### config.mk
export PLATFORM = sky130hd
export DESIGN_NAME = synch_fifo_flat
export DESIGN_NICKNAME = d
export VERILOG_FILES = /design/src/rtl/synch_fifo_pkg.sv /design/src/rtl/synch_fifo_if.sv /design/src/rtl/synch_fifo_ram.sv /design/src/rtl/synch_fifo.sv /design/src/flat_wrapper.sv
export SDC_FILE = /design/constraint.sdc
export NUM_CORES = 1
export LEC_CHECK = 0
export BUFFER_PORTS_ARGS = -buffer_cell sky130_fd_sc_hd__buf_2
export CORE_MARGIN = 10
export CORE_UTILIZATION = 25
export CTS_CLUSTER_DIAMETER = 100
export DETAILED_ROUTE_END_ITERATION = 10
export PLACE_DENSITY = 0.4
export SYNTH_ARGS = -nofsm -noshare
export SYNTH_HDL_FRONTEND = slang
export SYNTH_SLANG_ARGS = --single-unit
export TNS_END_PERCENT = 5
### constraint.sdc
create_clock -name clk_i -period 7.2 [get_ports clk_i]
set_input_delay 0.36 -clock clk_i [delete_from_list [all_inputs] [get_ports clk_i]]
set_output_delay 0.36 -clock clk_i [all_outputs]
set_load 0.005 [all_outputs]
### src/rtl/synch_fifo_pkg.sv
// synch_fifo_pkg: shared defaults, pointer-width helper and error-flag struct for synch_fifo.
package synch_fifo_pkg;

    localparam int WIDTH_DEF = 32;
    localparam int DEPTH_DEF = 8;

    typedef struct packed {
        logic ovf;
        logic udf;
    } synch_fifo_err_t;

    function automatic int ptr_w(input int depth);
        return $clog2(depth) + 1;
    endfunction

endpackage

### src/rtl/synch_fifo_if.sv
// synch_fifo_if: write/read handshake bundle for synch_fifo.
// ovf/udf exist only when SYNCH_FIFO_ERR_EN is defined.
interface synch_fifo_if
    import synch_fifo_pkg::*;
#(
    parameter int WIDTH = WIDTH_DEF,
    parameter int DEPTH = DEPTH_DEF
);
    localparam int AW = ptr_w(DEPTH);

    logic [WIDTH-1:0] wdata;
    logic             wen;
    logic             wrdy;
    logic [WIDTH-1:0] rdata;
    logic             ren;
    logic             rrdy;
    logic [AW-1:0]    level;
    logic             almost_full;
    logic             almost_empty;
`ifdef SYNCH_FIFO_ERR_EN
    logic             ovf;
    logic             udf;
`endif

    modport master (
        output wdata, wen, ren,
        input  wrdy, rdata, rrdy, level, almost_full, almost_empty
`ifdef SYNCH_FIFO_ERR_EN
        , input ovf, udf
`endif
    );

    modport slave (
        input  wdata, wen, ren,
        output wrdy, rdata, rrdy, level, almost_full, almost_empty
`ifdef SYNCH_FIFO_ERR_EN
        , output ovf, udf
`endif
    );

endinterface

### src/rtl/synch_fifo_ram.sv
// synch_fifo_ram: storage array with one synchronous write port and one asynchronous read port.
module synch_fifo_ram
    import synch_fifo_pkg::*;
#(
    parameter int WIDTH = WIDTH_DEF,
    parameter int DEPTH = DEPTH_DEF
) (
    input  logic                     clk_i,
    input  logic                     we_i,
    input  logic [$clog2(DEPTH)-1:0] waddr_i,
    input  logic [WIDTH-1:0]         wdata_i,
    input  logic [$clog2(DEPTH)-1:0] raddr_i,
    output logic [WIDTH-1:0]         rdata_o
);

    logic [WIDTH-1:0] mem_q [DEPTH];

    always_ff @(posedge clk_i) begin
        if (we_i) mem_q[waddr_i] <= wdata_i;
    end

    assign rdata_o = mem_q[raddr_i];

endmodule

### src/rtl/synch_fifo.sv
// synch_fifo: parametrised single-clock first-word-fall-through FIFO with flush, level and almost flags.
// Define SYNCH_FIFO_ERR_EN to add sticky overflow/underflow flags.
module synch_fifo
    import synch_fifo_pkg::*;
#(
    parameter int WIDTH      = WIDTH_DEF,
    parameter int DEPTH      = DEPTH_DEF,
    parameter int AFULL_LVL  = 6,
    parameter int AEMPTY_LVL = 2
) (
    input  logic         clk_i,
    input  logic         rst_n_i,
    input  logic         clr_i,
    synch_fifo_if.slave  bus
);

    localparam int AW = ptr_w(DEPTH);
    localparam int IW = AW - 1;

    if (DEPTH < 2 || (DEPTH & (DEPTH - 1)) != 0) begin : g_bad_depth
        $error("synch_fifo: DEPTH must be a power of two >= 2");
    end
    if (AFULL_LVL < 1 || AFULL_LVL > DEPTH || AEMPTY_LVL < 0 || AEMPTY_LVL > DEPTH - 1) begin : g_bad_lvl
        $error("synch_fifo: almost-full/almost-empty level out of range");
    end

    logic [AW-1:0] wptr_q, wptr_d, rptr_q, rptr_d, level;
    logic          full, empty, wr_acc, rd_acc;

    // Full when the wrap bits differ but the index bits match.
    assign empty  = wptr_q == rptr_q;
    assign full   = (wptr_q[AW-1] != rptr_q[AW-1]) && (wptr_q[IW-1:0] == rptr_q[IW-1:0]);
    assign wr_acc = bus.wen && !full;
    assign rd_acc = bus.ren && !empty;
    assign level  = wptr_q - rptr_q;

    always_comb begin
        wptr_d = clr_i ? '0 : wptr_q + AW'(wr_acc);
        rptr_d = clr_i ? '0 : rptr_q + AW'(rd_acc);
    end

    always_ff @(posedge clk_i or negedge rst_n_i) begin
        if (!rst_n_i) begin
            wptr_q <= '0;
            rptr_q <= '0;
        end else begin
            wptr_q <= wptr_d;
            rptr_q <= rptr_d;
        end
    end

    synch_fifo_ram #(.WIDTH(WIDTH), .DEPTH(DEPTH)) u_ram (
        .clk_i   (clk_i),
        .we_i    (wr_acc && !clr_i),
        .waddr_i (wptr_q[IW-1:0]),
        .wdata_i (bus.wdata),
        .raddr_i (rptr_q[IW-1:0]),
        .rdata_o (bus.rdata)
    );

    assign bus.wrdy         = !full;
    assign bus.rrdy         = !empty;
    assign bus.level        = level;
    assign bus.almost_full  = level >= AW'(AFULL_LVL);
    assign bus.almost_empty = level <= AW'(AEMPTY_LVL);

`ifdef SYNCH_FIFO_ERR_EN
    synch_fifo_err_t err_q, err_d;

    // A flush clears the flags and masks any rejected request in the same cycle.
    always_comb begin
        err_d     = err_q;
        err_d.ovf = !clr_i && (err_q.ovf || (bus.wen && full));
        err_d.udf = !clr_i && (err_q.udf || (bus.ren && empty));
    end

    always_ff @(posedge clk_i or negedge rst_n_i) begin
        if (!rst_n_i) err_q <= '0;
        else          err_q <= err_d;
    end

    assign bus.ovf = err_q.ovf;
    assign bus.udf = err_q.udf;
`endif

endmodule
### src/flat_wrapper.sv
// flat-port wrapper written by rule: the top's interface ports become plain ports
module synch_fifo_flat import synch_fifo_pkg::*;
#(
    parameter int WIDTH      = WIDTH_DEF,
    parameter int DEPTH      = DEPTH_DEF,
    parameter int AFULL_LVL  = 6,
    parameter int AEMPTY_LVL = 2
)
  (clk_i, rst_n_i, clr_i, bus_wdata, bus_wen, bus_ren, bus_wrdy, bus_rdata, bus_rrdy, bus_level, bus_almost_full, bus_almost_empty);
  synch_fifo_if #(.WIDTH(WIDTH), .DEPTH(DEPTH)) bus_i ();
  input  logic clk_i;
  input  logic rst_n_i;
  input  logic clr_i;
  input wire logic [$bits(bus_i.wdata)-1:0] bus_wdata;
  input wire logic [$bits(bus_i.wen)-1:0] bus_wen;
  input wire logic [$bits(bus_i.ren)-1:0] bus_ren;
  output wire logic [$bits(bus_i.wrdy)-1:0] bus_wrdy;
  output wire logic [$bits(bus_i.rdata)-1:0] bus_rdata;
  output wire logic [$bits(bus_i.rrdy)-1:0] bus_rrdy;
  output wire logic [$bits(bus_i.level)-1:0] bus_level;
  output wire logic [$bits(bus_i.almost_full)-1:0] bus_almost_full;
  output wire logic [$bits(bus_i.almost_empty)-1:0] bus_almost_empty;
  assign bus_i.wdata = bus_wdata;
  assign bus_i.wen = bus_wen;
  assign bus_i.ren = bus_ren;
  assign bus_wrdy = bus_i.wrdy;
  assign bus_rdata = bus_i.rdata;
  assign bus_rrdy = bus_i.rrdy;
  assign bus_level = bus_i.level;
  assign bus_almost_full = bus_i.almost_full;
  assign bus_almost_empty = bus_i.almost_empty;
  synch_fifo #(.WIDTH(WIDTH), .DEPTH(DEPTH), .AFULL_LVL(AFULL_LVL), .AEMPTY_LVL(AEMPTY_LVL)) u_core (.clk_i(clk_i), .rst_n_i(rst_n_i), .clr_i(clr_i), .bus(bus_i));
endmodule
======== Word level (Yosys, flattened, before mapping) ========
Memory sizes are Yosys's and may differ from the RTL's.
Index checks and enable logic that the tools add are counted.
word-level totals
  bits in latches ......................... 0
  input bits .............................. 37
  logic and storage cells ................. 22
  memories ................................ 1
  flip-flop bits (word level) ............. 8
  output and inout bits ................... 40
  memory bits (writable) .................. 256
  memory bits (read-only) ................. 0
cells by class
  bitwise operators ....................... 0
  magnitude comparators ................... 2
  div/mod/pow operators ................... 0
  add/subtract/negate cells ............... 3
  equality and inequality tests ........... 3
  mux-type cells .......................... 4
  shift-type cells ........................ 0
  reductions and logical operators ........ 7
  multiply operators ...................... 0
memory list
  memory              depth  bits a word  read ports  clocked after Yosys merged registers in  write ports  RTL line              source
  u_core.u_ram.mem_q  8      32           1           0                                        1            synch_fifo_ram.sv:16  logic [WIDTH-1:0] mem_q [DEPTH];
operators by type and width
  cell                                                                                 count
  4-bit by 1-bit adder with 4-bit output                                               2
  4-bit 2-to-1 mux                                                                     2
  4-bit equality test                                                                  1
  4-bit by 3-bit greater-or-equal comparator with 1-bit output, second input constant  1
  4-bit by 2-bit less-or-equal comparator with 1-bit output, second input constant     1
  1-bit logical AND                                                                    4
  4-bit subtractor                                                                     1
  3-bit equality test                                                                  1
  1-bit zero test                                                                      3
  1-bit 2-to-1 mux                                                                     2
  1-bit != test                                                                        1

======== Depth between registers and ports, before layout ========
  depth after elaboration ................. 7
  mapped depth ............................ 11

======== Cells and area by module ========
A second synthesis with hierarchy kept.
second synthesis, totals
  cells, all modules ...................... 437
  area total of the unflattened synthesis .. 10352.4 um^2
by module, submodules not included
  module          times used  area each (um^2)  cells each
  synch_fifo_ram  1           9825.7            383
  synch_fifo      1           526.8             54

======== Worst setup path after synthesis ========
No wires, ideal clock.
  kind .................................... register to register
  start point ............................. register u_core.rptr_q[2]
  end point ............................... memory u_core.u_ram.mem_q[2][0] in the netlist's numbering (enable)
  data required time ...................... 6.699 ns
  clock period less this slack ............ 5.102 ns
  data arrival time ....................... 4.601 ns
  setup slack ............................. 2.098 ns
  stages on the path, launching flop included .. 8
  path through ............................ dfrtp_1 > clkbuf_1 > inv_1 > buf_1 > ha_1 > nand3_1 > o211ai_1 > nor4_1
between the ends
  longest elaborated chain between the ends .. 7
RTL lines
  what                                    RTL line              source
  start: declaration                      synch_fifo.sv:27      logic [AW-1:0] wptr_q, wptr_d, rptr_q, rptr_d, level;
  start signal: assignment                synch_fifo.sv:48      rptr_q <= rptr_d;
  3-bit equality test                     synch_fifo.sv:32      assign full = (wptr_q[AW-1] != rptr_q[AW-1]) && (wptr_q[IW-1:0] == rptr_q[IW-1:0]);
  1-bit logical AND                       synch_fifo.sv:32
  1-bit zero test                         synch_fifo.sv:33      assign wr_acc = bus.wen && !full;
  1-bit logical AND                       synch_fifo.sv:33
  1-bit logical AND                       synch_fifo.sv:54      .we_i (wr_acc && !clr_i),
  1-bit 2-to-1 mux                        synch_fifo_ram.sv:19  if (we_i) mem_q[waddr_i] <= wdata_i;
  1-bit 2-to-1 mux (not written as such)  synch_fifo_ram.sv:19
  end: declaration                        synch_fifo_ram.sv:16
No other way between the ends.

======== Worst setup path after layout ========
  start point ............................. register u_core.rptr_q[2]
  end point ............................... memory u_core.u_ram.mem_q[7][11] in the netlist's numbering (enable)
The elaborated chain is that of the path after synthesis.

==> summary.md <==
| Metric | Value |
|---|---|
| Maximum VDD drop | `0.164 mV` |
| Worst Hold Class | `input pin to flop` |
| Final setup vio count | `0` |
| Initial Util | `0.252` |
| Die Y | `222 um` |
| Worst-path cell chain | `inv_2, ha_1, nand3_1, o211ai_1, nor2_4, buf_4` |
| IO Count | `77` |
| Setup Skew | `4.19 ps` |
| CTS clk-pin slew, worst paths | `60 ps` |
| Global route overflow | `0` |
| Initial antenna violation count | `0` |
| Vias in the first global route | `5,605` |
| Placed Cells incl. Taps | `1,095` |
| Post-Layout Cell Count | `1,152` |
| Cts bufs inserted | `30` |
| Distinct cells, synth | `30` |
| Worst setup EP type | `flop` |
| RSZ-0062 raised after global routing | `no` |
| DR vias/cell | `4.27` |
| Die Span X | `222 um` |
| TritonRoute pass-1 iters | `4` |
| Worst-path maximum fanout | `35` |
| Final nets | `641` |
| Final hold vios | `0` |
| CP Launch Type | `flop` |
| Fill count | `3,965` |
| Setup CP Type | `flop to flop` |
| Longest Clk Path Bufs | `3` |
| DRC violations left | `0` |
| Pwr dens | `290 nW/um^2` |
| Final TNS setup | `0 ps` |
| Synth-to-layout area growth | `18.6%` |
| Worst-margin pin slew | `1140 ps` |
| Pleak | `3.97 nW` |
| Layout cells sized above 1 | `0.323` |
| Hold_ws | `101 ps` |
| Vias | `4,916` |
| FMAX | `252 MHz` |
| Synth Instances | `503` |
| Final period util | `0.552` |
| Port bufs | `76` |
| CTS tree | `yes` |
| Routed WL | `23,300 um` |
| GRT Total Usage | `0.0928` |
| Hpwl dp | `14,000 um` |
| Iter 0 DRT Violations | `322` |
| FP Rows | `74` |
| Avg WL per Cell | `20.2 um` |
| CTS Sinks | `264` |
| Post-Syn Area | `10,200 sq um` |
| Root Driver | `clkbuf_16` |
| Post-synthesis sequential area ratio | `0.770` |
| Setup slack, reg-to-reg | `3230 ps` |
| Number of max-cap violations | `0` |
| ANT nets after route | `0` |
| Synth Register Bits | `264` |
| Die area | `49,500 sq um` |
| Commonest non-fill, non-tap cells in the layout | `edfxtp_1, nand2_1, buf_2, mux4_2, clkbuf_16` |
| Syn Area/Cell | `20.4 sq um` |
| Min Clock Period, post-route | `3970 ps` |
| Crit path DAT | `4180 ps` |
| Slew headroom | `0.237` |
| Core box area | `40,600 sq um` |
| Commonest non-fill, non-tap cell in the layout | `edfxtp_1` |
| First-pass GRT wire length | `35,600 um` |
| Slew Limit Fails | `0` |
| Placed cell area | `11,300 sq um` |
| CP max stage cell | `dfrtp_2` |
| RD Place Congestion | `0.696` |
| Crit path required time | `7410 ps` |
| Largest net degree at the start of global routing | `68` |
| Slowest stage delay, CP | `930 ps` |
| Synth warn | `0` |
| H-tree depth | `1` |
| Status | `complete, no violations` |
| Worst-Skew Late Latency | `530 ps` |
| Post-CTS sizing | `0` |
| Mapped Nets | `548` |
| Antenna Diode Count | `0` |
| Final instance area | `12,200 sq um` |
[synth_stat cells]
cell type / instances / area (sq um)
xnor2_1: 3 / 26.3
ha_1: 7 / 87.6
a21o_1: 1 / 7.51
and2_2: 1 / 7.51
o211ai_1: 2 / 15.0
nor2_1: 10 / 37.5
edfxtp_1: 256 / 7690
nand2_1: 96 / 360
nand2b_1: 1 / 6.26
buf_6: 7 / 78.8
buf_2: 5 / 25.0
a22o_2: 1 / 10.0
mux4_2: 64 / 1440
nor4_1: 2 / 12.5
dfrtp_1: 8 / 200
and2_1: 2 / 12.5
clkbuf_1: 6 / 22.5
and3b_1: 1 / 8.76
a221oi_2: 1 / 15.0
nor2b_1: 4 / 25.0
xor2_1: 4 / 35.0
nand3_1: 3 / 15.0
or2_2: 1 / 6.26
or3_1: 1 / 6.26
fa_1: 1 / 20.0
or3_4: 1 / 11.3
o21ai_0: 1 / 5.00
inv_1: 6 / 22.5
buf_1: 5 / 18.8
nand3b_1: 2 / 15.0
[metal layers]
layer / vias up / wire (um) / track usage
li1: 2184 / - / -
met1: 2616 / 10000 / 0.116
met2: 84 / 11900 / 0.161
met3: 32 / 865 / 0.0192
met4: 0 / 481 / 0.0235
met5: - / 0 / 0
[path summary, 6_finish.rpt]
check,endpoint,cells after the start,from
worst max register to register,u_core.u_ram.mem_q[7][11],6,u_core.rptr_q[2]
worst max-delay path,u_core.u_ram.mem_q[7][11],6,u_core.rptr_q[2]
max in group asynchronous,u_core.rptr_q[1],2,rst_n_i
worst min register to register,u_core.rptr_q[3],2,u_core.rptr_q[3]
min in group asynchronous,u_core.rptr_q[0],2,rst_n_i
worst min-delay path,u_core.u_ram.mem_q[5][13],1,bus_wdata[13]
[sequential cells by signal, summed over array words and instances, names as in the netlist]
signal and cells:
u_core.rptr_q 4, u_core.u_ram.mem_q 256, u_core.wptr_q 4
[worst max-delay path, delay by kind of cell, from the launching register on]
| kind | cells | cell delay (ps) |
|---|---|---|
| AOI/OAI and AO/OA | 1 | 310 |
| adders and majority gates | 1 | 520 |
| buffers and inverters | 2 | 1010 |
| DFF | 1 | 930 |
| and+or+nand+nor | 2 | 840 |
[stage by stage]
| stage | util | power [W] | worst slack, ps |
|---|---|---|---|
| 2_1_floorplan | - | 0.00207 | 2100 |
| 3_3_place_gp | 0.277 | 0.00223 | 3090 |
| 3_5_place_dp | 0.277 | 0.00223 | 3080 |
| 4_1_cts | 0.299 | 0.00359 | 3060 |
| 5_1_grt | 0.299 | 0.00369 | 2870 |
| 6_report | 0.299 | 0.00352 | 3230 |
[report_power, final]
part	total, W	switching (W)	internal, W
clock network	0.00135	0.000565	0.000782
logic	0.000419	0.000198	0.000221
registers	0.00176	0.0000464	0.00171
total	0.00352	0.000810	0.00271
[logic make-up after synthesis]
kind of cell | count (synthesis) | synth area share
flip-flops | 264 | 0.770
AND/OR/NAND/NOR | 125 | 0.0512
multiplexers | 64 | 0.141
buffers and inverters | 29 | 0.0164
adder cells (fa/ha/maj) | 8 | 0.0105
XOR/XNOR | 7 | 0.00599
AO/OA/AOI/OAI | 6 | 0.00513
[cell type report]
cell class                 count  area (sq um)  area share
clock buffer                  41           813      0.0669
tap                          532           666      0.0548
timing repair buffer          84           443      0.0365
clock inverter                15          65.1     0.00535
inverter                       6          22.5     0.00185
multi-input combinational    210          2240       0.185
sequential                   264          7900       0.650
[timing repair]
item | 4_1_cts | 5_1_grt
hold buffers | 1 | 0
setup buffers | 0 | 0
hold endpoints to repair | 8 | 0
(Power assumes the default switching activity.)
